### src/rtl/core_alu_reg.sv
// rtl/core_alu_reg.sv - 8-bit 6502-style ALU with clock-enabled result/flag register
// Combinational result and C/Z/V/N feed the core directly; the register keeps the last enabled copy.
module core_alu_reg (
    input  logic       I_clock,
    input  logic       I_reset,
    input  logic       I_enable,
    input  logic [3:0] I_control,
    input  logic [7:0] I_lhs,
    input  logic [7:0] I_rhs,
    input  logic       I_carry,
    input  logic       I_overflow,
    input  logic       I_sign,
    input  logic       I_zero,
    output logic [7:0] O_result,
    output logic       O_carry,
    output logic       O_overflow,
    output logic       O_sign,
    output logic       O_zero,
    output logic [7:0] O_q_result,
    output logic [3:0] O_q_flags
);

    localparam logic [3:0] OP_NOP  = 4'd0;
    localparam logic [3:0] OP_LOAD = 4'd1;
    localparam logic [3:0] OP_AND  = 4'd2;
    localparam logic [3:0] OP_ORA  = 4'd3;
    localparam logic [3:0] OP_EOR  = 4'd4;
    localparam logic [3:0] OP_ADC  = 4'd5;
    localparam logic [3:0] OP_SBC  = 4'd6;
    localparam logic [3:0] OP_CMP  = 4'd7;
    localparam logic [3:0] OP_ASL  = 4'd8;
    localparam logic [3:0] OP_LSR  = 4'd9;
    localparam logic [3:0] OP_ROL  = 4'd10;
    localparam logic [3:0] OP_ROR  = 4'd11;
    localparam logic [3:0] OP_INC  = 4'd12;
    localparam logic [3:0] OP_DEC  = 4'd13;
    localparam logic [3:0] OP_BIT  = 4'd14;
    localparam logic [3:0] OP_TRN  = 4'd15;

    logic [7:0] rhs_add;
    logic [8:0] sum9;
    logic [8:0] cmp9;
    logic [7:0] result;
    logic       carry;
    logic       overflow;
    logic       sign;
    logic       zero;
    logic       set_nz;

    logic [7:0] q_result_q;
    logic [7:0] q_result_d;
    logic [3:0] q_flags_q;
    logic [3:0] q_flags_d;

    // ADC and SBC share one adder: SBC adds the one's complement with C as the not-borrow
    always_comb begin
        rhs_add = (I_control == OP_SBC) ? ~I_rhs : I_rhs;
        sum9    = {1'b0, I_lhs} + {1'b0, rhs_add} + {8'd0, I_carry};
        cmp9    = {1'b0, I_lhs} + {1'b0, ~I_rhs} + 9'd1;
    end

    always_comb begin
        result   = I_lhs;
        carry    = I_carry;
        overflow = I_overflow;
        sign     = I_sign;
        zero     = I_zero;
        set_nz   = 1'b1;
        case (I_control)
            OP_NOP: begin
                set_nz = 1'b0;
            end
            OP_LOAD: result = I_rhs;
            OP_AND:  result = I_lhs & I_rhs;
            OP_ORA:  result = I_lhs | I_rhs;
            OP_EOR:  result = I_lhs ^ I_rhs;
            OP_ADC, OP_SBC: begin
                result   = sum9[7:0];
                carry    = sum9[8];
                overflow = (I_lhs[7] == rhs_add[7]) && (sum9[7] != I_lhs[7]);
            end
            OP_CMP: begin
                set_nz = 1'b0;
                carry  = cmp9[8];
                zero   = (cmp9[7:0] == 8'h00);
                sign   = cmp9[7];
            end
            OP_ASL: begin
                result = {I_lhs[6:0], 1'b0};
                carry  = I_lhs[7];
            end
            OP_LSR: begin
                result = {1'b0, I_lhs[7:1]};
                carry  = I_lhs[0];
            end
            OP_ROL: begin
                result = {I_lhs[6:0], I_carry};
                carry  = I_lhs[7];
            end
            OP_ROR: begin
                result = {I_carry, I_lhs[7:1]};
                carry  = I_lhs[0];
            end
            OP_INC: result = I_lhs + 8'd1;
            OP_DEC: result = I_lhs - 8'd1;
            OP_BIT: begin
                set_nz   = 1'b0;
                zero     = ((I_lhs & I_rhs) == 8'h00);
                sign     = I_rhs[7];
                overflow = I_rhs[6];
            end
            OP_TRN: result = I_rhs;
            default: set_nz = 1'b0;
        endcase
        if (set_nz) begin
            sign = result[7];
            zero = (result == 8'h00);
        end
    end

    assign O_result   = result;
    assign O_carry    = carry;
    assign O_overflow = overflow;
    assign O_sign     = sign;
    assign O_zero     = zero;

    always_comb begin
        q_result_d = q_result_q;
        q_flags_d  = q_flags_q;
        if (I_enable) begin
            q_result_d = result;
            q_flags_d  = {sign, overflow, zero, carry};
        end
    end

    always_ff @(posedge I_clock) begin
        if (!I_reset) begin
            q_result_q <= 8'h00;
            q_flags_q  <= 4'h0;
        end else begin
            q_result_q <= q_result_d;
            q_flags_q  <= q_flags_d;
        end
    end

    assign O_q_result = q_result_q;
    assign O_q_flags  = q_flags_q;

endmodule

### config.mk
export PLATFORM = sky130hd
export DESIGN_NAME = core_alu_reg
export DESIGN_NICKNAME = d
export VERILOG_FILES = /design/src/rtl/core_alu_reg.sv
export SDC_FILE = /design/constraint.sdc
export NUM_CORES = 1
export LEC_CHECK = 0
export ABC_AREA = 1
export CAP_MARGIN = 10
export CORE_MARGIN = 2
export CORE_UTILIZATION = 35
export DETAILED_ROUTE_END_ITERATION = 16
export GPL_TIMING_DRIVEN = 1
export PLACE_DENSITY = 0.54
export SYNTH_ARGS = -nofsm -noshare
export SYNTH_HDL_FRONTEND = slang
export SYNTH_SLANG_ARGS = --single-unit
### constraint.sdc
create_clock -name I_clock -period 8.28 [get_ports I_clock]
set_clock_uncertainty 0.2 [all_clocks]
set_input_delay 1.656 -clock I_clock [delete_from_list [all_inputs] [get_ports I_clock]]
set_output_delay 1.656 -clock I_clock [all_outputs]
set_load 0.02 [all_outputs]
==> run_results.csv <==
group,metric,value,unit
outcome,status,"finished, final reports clean",
timing,hold_slack,315,ps
cts,clockRootBuffer,"clkbuf_8",
setup_path,required,6420,ps
cts,clk_latency,240,ps
timing,max-slew-margin-rel,52.3,%
logic_synthesis,syn_inst,483,
timing,tightestPinTransition,713,ps
finish,nets,602,
timing,slew_viol_final,0,
logic_synthesis,synth_area_leaders,"nand2_1 (17%), ha_1 (17%), inv_1 (12%), dfxtp_1 (8.7%), nand3_1 (8.1%)",
floorplan,core,7690,um^2
logic_synthesis,netlist_area,2760,um^2
cts,clock-sinks,12,
cts,cts_made_buffers,3,
logic_synthesis,async_reset_ff_share,0,%
logic_synthesis,synth_edf_count,0,
place,placedCellCount,631,
place,place_area,3370,um^2
place,dp_hpwl,8260,um
detailed_routing,ant_nets,0,
cts,clockBufferDepth,2,
grt,grt_antenna_before_repair,0,
cts,clkTransAtPathRegs,50,ps
timing,finalSetupTns,0,ps
timing,setup-violations-final,0,
grt,overflow,0,
timing,setup_slack,851,ps
logic_synthesis,ys_seq_elements,12,
floorplan,die_y,92.9,um
floorplan,std_cell_rows,32,
setup_path,worstSetupStartpoint,"I_control[0]",
detailed_routing,wl_per_cell,15.5,um
power,p_leak,1.80,nW
grt,grt_pass1_wl,16300,um
power,p_total,0.344,mW
logic_synthesis,synthFlopType,"dfxtp_1",
setup_path,critPathLaunchType,"input port",
detailed_routing,drc,0,
cts,ctsResizeCount,0,
place,port_buffers,50,
setup_path,cpMaxStageDelayCell,"clkdlybuf4s50_1",
floorplan,die_area,8620,um^2
setup_path,path_class,"input port to output port",
min_path,hold_path_depth,2,
floorplan,floorplan.initialDensity,36.0,%
min_path,worstHoldPathType,"flop to flop",
min_path,min-delay-start,"O_q_result[5]",
detailed_routing,vias,3240,
setup_path,crit_chain,"clkdlybuf4s50_1 -> inv_2 -> nand2_4 -> inv_1 -> nand2_1 -> xor2_1 -> fa_1 -> fa_1 -> inv_1 -> nand3_1 -> nand2_1 -> a31oi_1 -> inv_1 -> nand2_1 -> nand3_1 -> nand3_1 -> nor2_1 -> nand3_2 -> nand2_1 -> clkdlybuf4s50_1",
finish,drive_above_1_share,5.25,%
detailed_routing,dr.pass1.iters,5,
finish,diodes,0,
place,place_congestion,0.908,
grt,grt_pass1_vias,3101,
finish,post-route-util,44.6,%
logic_synthesis,synth_cell_types,34,
timing,rsz0062_at_grt,"false",
setup_path,endpoint_kind,"output port",
logic_synthesis,synth_nets,551,
setup_path,worstReg2RegStart,"O_q_flags[2]",
logic_synthesis,synth_top_area_share,17.4,%
timing,fmax,135,MHz
setup_path,cp_slowest_stage_delay,600,ps
detailed_routing,wl,9820,um
setup_path,crit_fanout,8,
power,ir_drop,53.6,uV
timing,hold_viol,0,
timing,final.period_utilization,89.7,%
power,powerDensity,100,nW/um^2
cts,hold_buffers,0,
cts,cts_tree,"built",
detailed_routing,drt-initial-drc-count,259,
floorplan,top_level_ports,51,
setup_path,cpMostUsedCell,"nand2_1",
cts,post-cts-setup-buffers,0,
logic_synthesis,netlist.top_cell.by_area,"nand2_1",
place,preCtsSetupSlack,897,ps
finish,area_growth,24.1,%
setup_path,r2r_cells,4,
logic_synthesis,ys_warn_count,0,
setup_path,arrival,5570,ps
finish,final_cell_area,3430,um^2
floorplan,die_w,92.9,um
grt,grt_max_degree,23,
grt,grtUsageTotal,23.9,%
run,maxCapViolCount,0,
finish,fin_cells,635,
logic_synthesis,seq_area_frac_synth,8.69,%
detailed_routing,routed_via_density,5.10,
cts,h-tree-depth,1,
timing,fin_crit,7430,ps
logic_synthesis,syn-mean-instance-area,5.72,um^2
## worst max-delay path: cells and delay by family
family	cells	cell delay, ps
AO/OA/AOI/OAI	1	100
XOR/XNOR	1	250
adder cells (fa/ha/maj)	2	850
buffers and inverters	6	1610
AND/OR/NAND/NOR	10	1100
## layout make-up
| cell class | count | area [um^2] |
|---|---|---|
| fillers | 875 | 4260 |
| flip-flops and latches | 12 | 240 |
| well taps | 102 | 128 |
| repair buffers | 50 | 500 |
| clock buffers | 4 | 55.1 |
| multi-input cells | 376 | 2160 |
| inverters | 91 | 345 |
## synth_stat cells, types with 5 or more instances
| library cell | instances |
|---|---|
| a21oi_1 | 25 |
| nand4_1 | 11 |
| ha_1 | 37 |
| nand2_2 | 5 |
| inv_1 | 86 |
| xor2_1 | 12 |
| dfxtp_1 | 12 |
| nand2_1 | 128 |
| nand3_1 | 45 |
| o21ai_0 | 19 |
| nor2_1 | 55 |
| nor2_2 | 5 |
## flip-flops by register name, indices dropped and copies added, names as in the netlist
signal and count:
O_q_flags 4, O_q_result 8
## worst paths after layout
kind,slack [ps],to
worst max-delay path,850,O_zero
worst min-delay path,320,O_q_result[5]
worst max register to register,7400,O_q_flags[2]
worst min register to register,320,O_q_result[5]
## power by group
| part | leakage (nW) | switching, mW | total (mW) | internal (mW) |
|---|---|---|---|---|
| Clock | 0.0288 | 0.0228 | 0.0649 | 0.0421 |
| Sequential | 0.0997 | 0.00234 | 0.0653 | 0.0630 |
| Combinational | 1.68 | 0.131 | 0.213 | 0.0825 |
## kinds of logic after synthesis
kind of cell,Yosys count,synth area share (%)
simple gates,266,43.2
buf+inv,95,13.1
compound gates,55,10.9
fa+ha+maj,41,19.6
xor+xnor,14,4.44
flops,12,8.69
## routing by layer
| metal | vias up | track usage (%) | part of all wire, % |
|---|---|---|---|
| li1 | 1643 | - | - |
| met1 | 1478 | 34.1 | 48 |
| met2 | 102 | 38.4 | 44 |
| met3 | 17 | 3.34 | 6.0 |
| met4 | 0 | 4.66 | 2.1 |
| met5 | - | 0 | 0 |
## placed cells by master, fill, tap and decap left out, types with 11 or more instances in the layout
cell type,n
a21oi_1,25
clkdlybuf4s50_1,50
dfxtp_1,12
ha_1,37
inv_1,86
nand2_1,128
nand3_1,45
nand4_1,11
nor2_1,55
o21ai_0,19
xor2_1,12
(Power assumes the default switching activity.)
